`config.mk`:
```
export PLATFORM = sky130hd
export DESIGN_NAME = ser_ctrl
export DESIGN_NICKNAME = d
export VERILOG_FILES = /design/src/rtl/ser_ctrl.sv
export SDC_FILE = /design/constraint.sdc
export NUM_CORES = 1
export LEC_CHECK = 0
export BUFFER_PORTS_ARGS = -buffer_cell sky130_fd_sc_hd__buf_4
export CAP_MARGIN = 20
export CELL_PAD_IN_SITES_DETAIL_PLACEMENT = 0
export CELL_PAD_IN_SITES_GLOBAL_PLACEMENT = 1
export CORE_ASPECT_RATIO = 1.1
export CORE_MARGIN = 4
export CORE_UTILIZATION = 39
export DETAILED_ROUTE_END_ITERATION = 6
export PLACE_DENSITY = 0.93
export SYNTH_ARGS = -nofsm -noshare
export SYNTH_HDL_FRONTEND = slang
export SYNTH_SLANG_ARGS = --single-unit
export TNS_END_PERCENT = 50
```
`constraint.sdc`:
```
create_clock -name clk -period 3.3 [get_ports clk]
set_clock_uncertainty 0.1 [all_clocks]
set_input_delay 0.825 -clock clk [delete_from_list [all_inputs] [get_ports clk]]
set_output_delay 0.825 -clock clk [all_outputs]
set_load 0.005 [all_outputs]
```
`src/rtl/ser_ctrl.sv`:
```
// Word-boundary arbiter/formatter for a 10/8-bit serializer: two requesters, burst-limited round robin.
// Optional SER_CTRL_STAT_EN adds idle_cnt, a saturating count of idle words sent.
module ser_ctrl #(
   parameter logic [9:0] IDLE_WORD = 10'h0FA,
   parameter int         MAX_BURST = 4
) (
   input  logic       clk,
   input  logic       rst,
   input  logic       load,
   input  logic       mode_req,
   output logic       div10,
   input  logic       req_a,
   input  logic       req_b,
   input  logic [9:0] data_a,
   input  logic [9:0] data_b,
   output logic       ack_a,
   output logic       ack_b,
   output logic [9:0] word,
   output logic       word_vld
`ifdef SER_CTRL_STAT_EN
  ,output logic [15:0] idle_cnt
`endif
);

   typedef enum logic [1:0] {S_IDLE, S_OWN_A, S_OWN_B} state_t;

   localparam logic [3:0] MAXB = 4'(MAX_BURST);

   state_t     r_state, w_state_nxt;
   logic [3:0] r_burst, w_burst_nxt;
   logic       r_last_b;
   logic       w_gnt_a, w_gnt_b;
   logic [9:0] w_sel, w_word_fmt;

   always_comb begin
      w_gnt_a     = 1'b0;
      w_gnt_b     = 1'b0;
      w_state_nxt = S_IDLE;
      w_burst_nxt = 4'd0;
      if (req_a && req_b) begin
         case (r_state)
            S_OWN_A: if (r_burst < MAXB) w_gnt_a = 1'b1; else w_gnt_b = 1'b1;
            S_OWN_B: if (r_burst < MAXB) w_gnt_b = 1'b1; else w_gnt_a = 1'b1;
            default: if (r_last_b) w_gnt_a = 1'b1; else w_gnt_b = 1'b1;
         endcase
      end else begin
         w_gnt_a = req_a;
         w_gnt_b = req_b;
      end
      if (w_gnt_a) w_state_nxt = S_OWN_A;
      else if (w_gnt_b) w_state_nxt = S_OWN_B;
      // Same owner again extends the burst; a new owner restarts it at 1.
      if (w_gnt_a || w_gnt_b) begin
         if (w_state_nxt == r_state)
            w_burst_nxt = (r_burst >= MAXB) ? MAXB : r_burst + 4'd1;
         else
            w_burst_nxt = 4'd1;
      end
   end

   assign w_sel      = w_gnt_a ? data_a : (w_gnt_b ? data_b : IDLE_WORD);
   assign w_word_fmt = mode_req ? w_sel : {2'b00, w_sel[7:0]};

   always_ff @(posedge clk or posedge rst) begin
      if (rst) begin
         r_state  <= S_IDLE;
         r_burst  <= 4'd0;
         r_last_b <= 1'b1;
         div10    <= 1'b0;
         word     <= 10'h000;
         word_vld <= 1'b0;
         ack_a    <= 1'b0;
         ack_b    <= 1'b0;
      end else begin
         ack_a <= 1'b0;
         ack_b <= 1'b0;
         if (load) begin
            r_state  <= w_state_nxt;
            r_burst  <= w_burst_nxt;
            div10    <= mode_req;
            word     <= w_word_fmt;
            word_vld <= w_gnt_a | w_gnt_b;
            ack_a    <= w_gnt_a;
            ack_b    <= w_gnt_b;
            if (w_gnt_a || w_gnt_b) r_last_b <= w_gnt_b;
         end
      end
   end

`ifdef SER_CTRL_STAT_EN
   always_ff @(posedge clk or posedge rst) begin
      if (rst)
         idle_cnt <= 16'h0000;
      else if (load && !w_gnt_a && !w_gnt_b && idle_cnt != 16'hFFFF)
         idle_cnt <= idle_cnt + 16'h0001;
   end
`endif

endmodule

```
[Yosys cells after proc, flatten, opt, wreduce, memory -nomap -nowiden]
Cells that the tools add are included.
Word-level totals
  flip-flop bits (word level): 21
  latch bits: 0
  bits in writable memories: 0
  bits in read-only memories: 0
  input bits: 26
  logic and storage cells: 36
  memories kept: 0
Operators by class
  add/subtract/negate cells: 1
  multiply operators: 0
  divide/modulo/power cells: 0
  $lt $le $gt $ge: 2
  equality and inequality tests: 3
  shift-type cells: 0
  multiplexer cells: 18
  bitwise logic cells: 1
  reductions and logical operators: 3
Operators with widths (number)
  $mux W10: 3
  $mux W4: 3
  $mux W1: 8
  $add A4 B1 Y4 const B: 1
  $ge A4 B3 Y1 const B: 1
  $lt A4 B3 Y1 const B: 1
  $mux W2: 2
  $pmux W1 S2: 2
  $eq A2 B1 Y1 const B: 1
  $eq A2 B2 Y1: 1
  $eq A2 B2 Y1 const B: 1
  $reduce_and A2 Y1: 1
  $logic_and A1 B1 Y1: 1
  $logic_or A1 B1 Y1: 1
  $or A1 B1 Y1: 1

[Depth between registers and ports, before layout]
  depth after elaboration: 9
  mapped depth: 7
  depth with buffers taken out: 6

[Least setup slack after synthesis]
No wires, ideal clock.
  path kind: input -> register
  start: input port req_b
  end: register r_burst[2]
  setup time: 0.104 ns
  arrival time: 1.827 ns
  required time: 3.096 ns
  path slack: 1.270 ns
  cell stages on the path: 5
  buffers on the path: 1
  cells stage by stage: clkbuf_1 o21ai_0 a31oi_1 o21ai_0 o41ai_2
On the way
  cells in the longest elaborated chain, start to end: 7
  elaborated cells on any way between the ends: 9
  classes of those cells: eq/ne (1); mux (6); reduce/logical (2)
RTL lines
  from (decl): RTL line 13  | input logic req_b,
  $logic_and A1 B1 Y1: RTL line 40  | if (req_a && req_b) begin
  $mux W1: RTL line 40
  $mux W2: RTL line 51  | else if (w_gnt_b) w_state_nxt = S_OWN_B;
  $mux W2: RTL line 50  | if (w_gnt_a) w_state_nxt = S_OWN_A;
  $eq A2 B2 Y1: RTL line 54  | if (w_state_nxt == r_state)
  $mux W4: RTL line 54
  $mux W4 *: RTL line 53  | if (w_gnt_a || w_gnt_b) begin
  to (signal assigned): RTL line 79  | r_burst <= w_burst_nxt;
  to (decl): RTL line 30  | logic [3:0] r_burst, w_burst_nxt;
Mark *: on every way between the ends. The rest lies on a longest branch, timed or not.
A chain may end at the register's enable or synchronous reset.

[Final worst setup path]
  start: register r_state[1]
  end: register word[7]
On the way
  cells in the longest elaborated chain, start to end: 6
  elaborated cells on any way between the ends: 9
  classes of those cells: eq/ne (2); mux (7)
RTL lines
  from (decl): RTL line 29  | state_t r_state, w_state_nxt;
  from (signal assigned): RTL line 78  | r_state <= w_state_nxt;
  $eq A2 B2 Y1 / $eq A2 B1 Y1 (equally long branches): RTL line 41  | case (r_state)
  $pmux W1 S2: RTL line 41
  $mux W1: RTL line 40
  $mux W10: RTL line 61  | assign w_sel = w_gnt_a ? data_a : (w_gnt_b ? data_b : IDLE_WORD);
  $mux W10 *: RTL line 61
  $mux W10 *: RTL line 62  | assign w_word_fmt = mode_req ? w_sel : {2'b00, w_sel[7:0]};
  to (signal assigned): RTL line 81  | word <= w_word_fmt;
  to (decl): RTL line 18  | output logic [9:0] word,
Marked as above.

==> summary.md <==
| Metric | Value |
|---|---|
| Outcome | `finished clean` |
| Register area share after synthesis | `44.8%` |
| Worst-case reg-to-reg path depth | `6` |
| Top-area cell type share of the netlist area | `42.6%` |
| Aggregate routed wire length | `2880 um` |
| Average size of a mapped cell | `9.97 sq um` |
| Post-DR wirelength/cell | `15.3 um` |
| Pwr per Cell Area | `526 nW/um^2` |
| Proportion of layout cells with a drive suffix above 1 | `39.4%` |
| Register-to-register setup slack | `1.02 ns` |
| Final setup viols | `0` |
| GR Util All Layers | `16.0%` |
| Relative area change from synthesis to final layout | `27.9%` |
| Count of unique library cells instantiated by Yosys | `35` |
| Initial antenna violation count | `0` |
| Static leakage | `0.716 nW` |
| Proportion of power drawn by the clock network | `15.2%` |
| Reg-to-Reg End | `word[7]` |
| Post-cts repair resize count | `0` |
| Worst path arrival time | `2.37 ns` |
| Residual DRC | `0` |
| Post-CTS clock slew at the launch and capture registers of the worst setup and hold paths | `0.11 ns` |
| Total setup buffers inserted after CTS | `0` |
| Clock root buffer master | `sky130_fd_sc_hd__clkbuf_4` |
| Endpoints failing hold | `0` |
| Detailed-route vias per instance | `5.55` |
| # rows | `20` |
| GRT met2 Usage | `25.9%` |
| Die X | `60.4 um` |
| Category of the worst setup path capture point | `flip-flop` |
| Total negative slack | `0 ns` |
| Headroom to the max-slew limit | `49.5%` |
| Final Wtd Congestion | `0.924` |
| Mapped Cells | `118` |
| Number of global-route vias before repair | `1017` |
| Iteration-0 DRC Markers | `31` |
| Number of sinks on the clock net | `21` |
| Die Y | `65.6 um` |
| Area of the die | `3960 sq um` |
| Yosys reg bits | `21` |
| Type of the setup path with the least slack | `flip-flop to flip-flop` |
| Largest net degree at the start of global routing | `22` |
| Time the final worst path needs with I/O delays and setup | `2.28 ns` |
| I/O Buffers | `39` |
| TritonCTS clock tree | `yes` |
| Unrepaired setup endpoints after global routing | `no` |
| Remaining global-route overflow | `0` |
| Sw frac | `33.6%` |
| Endpoint, Worst Hold | `word_vld` |
| Internal power | `0.525 mW` |
| Number of fill cells | `246` |
| Hold buffer count at cts | `0` |
| Half-perimeter wire length of the detailed placement result | `2160 um` |
| Netlist area before placement | `1180 sq um` |
| Maximum clock frequency | `0.439 GHz` |
| H-Tree Level Count | `1` |
| Hold path startpoint | `word_vld` |
| Number of max-slew violations in the final report | `0` |
| Final antenna diode count | `0` |
| Starting utilization of the core area | `41.6%` |
| Primary flip-flop cell chosen by synthesis mapping | `sky130_fd_sc_hd__dfrtp_1` |
| Type of origin of the critical path | `flip-flop` |
| Storage element area | `527 sq um` |
| Number of enable flip-flop cells after synthesis | `0` |
| CTS buffer count | `3` |
| Synthesized net count | `147` |
| Worst-case clock buffer depth | `2` |
| Worst Path Max Fanout | `9` |
| Final-stage net count | `185` |
| Count of warnings emitted by yosys | `0` |
| Core Area | `2830 sq um` |
| Share of synthesized flip-flops with an asynchronous set or reset | `100%` |
| Type of the tightest min-delay check | `flip-flop to flip-flop` |
| Cells taking the most area after synthesis | `sky130_fd_sc_hd__dfrtp_1 43%, sky130_fd_sc_hd__o221a_2 5.7%, sky130_fd_sc_hd__or2_2 3.7%` |
| Router iterations before antenna repair | `4` |
| Transition at the pin with the smallest max-transition slack | `0.757 ns` |
| Number of max-cap violations | `0` |
| Residual antenna-violating net count after detailed routing | `0` |
| Global-route wire length before repair | `4840 um` |
| Worst-Skew Late Latency | `0.30 ns` |
| Power dissipated by switching net loads | `0.265 mW` |
| Post-layout total power | `0.791 mW` |
| Number of cells traversed by the worst hold path | `1` |
| Met3 demand-to-capacity share in global routing | `2.95%` |
| Footprint of the multi-input gates | `576 sq um` |
| Via Count | `1044` |
| Busiest metal layer after global routing | `met2` |
| Highest ir drop seen on vdd | `0.266 mV` |
| Portion of total power attributed to combinational logic | `40.1%` |
| Reg-to-reg startpoint | `r_state[1]` |
| Worst endpoint required time | `3.39 ns` |
| Power share of the sequential group | `44.6%` |
| Met1 usage | `21.9%` |
| Final period utilization | `69.0%` |
| Number of top-level pins | `40` |
| Cell accounting for the most synthesized area | `sky130_fd_sc_hd__dfrtp_1` |
-- registers in the layout, summed over array words and instances (netlist names) --
register and flops:
ack_b 1, div10 1, word 10, r_state 2, word_vld 1, r_burst 4
r_last_b 1, ack_a 1
-- power by group through the flow --
stage | combinational (mW) | clock [mW] | sequential, mW
after CTS | 0.319 | 0.123 | 0.352
after detailed placement | 0.320 | 0 | 0.355
after global routing | 0.352 | 0.131 | 0.360
final | 0.317 | 0.120 | 0.353
after global placement | 0.311 | 0 | 0.354
after floorplan | 0.197 | 0 | 0.351
-- synth_stat cells, types with 2 or more instances --
cell and instances:
sky130_fd_sc_hd__dfrtp_1 20, sky130_fd_sc_hd__inv_1 11, sky130_fd_sc_hd__nand2_1 10, sky130_fd_sc_hd__o21ai_0 8, sky130_fd_sc_hd__or2_2 7, sky130_fd_sc_hd__o221a_2 6
sky130_fd_sc_hd__nor2b_1 5, sky130_fd_sc_hd__a21oi_1 4, sky130_fd_sc_hd__a21o_1 3, sky130_fd_sc_hd__clkbuf_1 3, sky130_fd_sc_hd__ha_1 3, sky130_fd_sc_hd__nand2b_1 3
sky130_fd_sc_hd__nor2_1 3, sky130_fd_sc_hd__nor3b_1 3, sky130_fd_sc_hd__a221o_1 2, sky130_fd_sc_hd__a31oi_1 2, sky130_fd_sc_hd__buf_2 2, sky130_fd_sc_hd__nand3_1 2
sky130_fd_sc_hd__nor3_1 2, sky130_fd_sc_hd__o21a_1 2, sky130_fd_sc_hd__o221ai_1 2, sky130_fd_sc_hd__o31ai_1 2
-- metrics by stage --
step / hold WS [ns] / instance area, sq um / setup WS [ns] / std cells / utilization [%]
after floorplan: 0.356 / 1180 / 1.27 / 118 / -
after global placement: 0.367 / 1480 / 1.06 / 184 / 52.3
after detailed placement: 0.380 / 1480 / 1.04 / 184 / 52.3
after CTS: 0.405 / 1500 / 1.02 / 188 / 53.2
after global routing: 0.435 / 1500 / 0.857 / 188 / 53.2
final: 0.401 / 1500 / 1.02 / 188 / 53.2
-- worst max-delay path by stage --
stage,from,end,cells after the start
6_report,r_state[1],word[7],6
5_1_grt,r_state[0],r_state[0],5
4_1_cts,r_state[1],word[7],6
3_5_place_dp,r_state[1],word[6],6
3_3_place_gp,r_state[1],word[7],6
2_1_floorplan,req_b,r_burst[2],5
-- cell type report --
type	count	area share [%]
timing repair buffer	39	19.5
multi-input combinational	80	38.3
sequential	21	35.0
tap	33	2.75
inverter	11	2.75
clock buffer	4	1.75
-- critical path, stage by stage, from the launching register on --
cell and delay (ns):
sky130_fd_sc_hd__dfrtp_1 0.39, sky130_fd_sc_hd__inv_1 0.11, sky130_fd_sc_hd__ha_1 0.25, sky130_fd_sc_hd__or4b_4 0.54, sky130_fd_sc_hd__o211ai_2 0.14, sky130_fd_sc_hd__nand4_2 0.31
sky130_fd_sc_hd__o221a_2 0.33
-- per-layer routing --
metal  part of all wire (%)  wire length, um
met3                    6.3              182
met1                     44             1270
met5                      0                0
met4                   0.45               13
met2                     49             1420
-- layout by cell type, fill, tap and decap left out, drive strengths merged, types with 3 or more instances in the layout --
cell type / instances
buf: 39
dfrtp: 20
inv: 11
nand2: 10
o21ai: 8
or2: 7
o221a: 6
nor2b: 5
a21oi: 4
clkbuf: 4
nor3b: 3
nand2b: 3
a21o: 3
nor2: 3
ha: 3
o221ai: 3
-- logic make-up after synthesis --
| logic type | after synthesis | share of synthesized area (%) |
|---|---|---|
| AND/OR/NAND/NOR | 39 | 19.4 |
| AO/OA/AOI/OAI | 38 | 26.4 |
| flip-flops | 21 | 44.8 |
| buffers and inverters | 17 | 6.28 |
| adder cells (fa/ha/maj) | 3 | 3.19 |
Power figures use the tool's default switching activity.
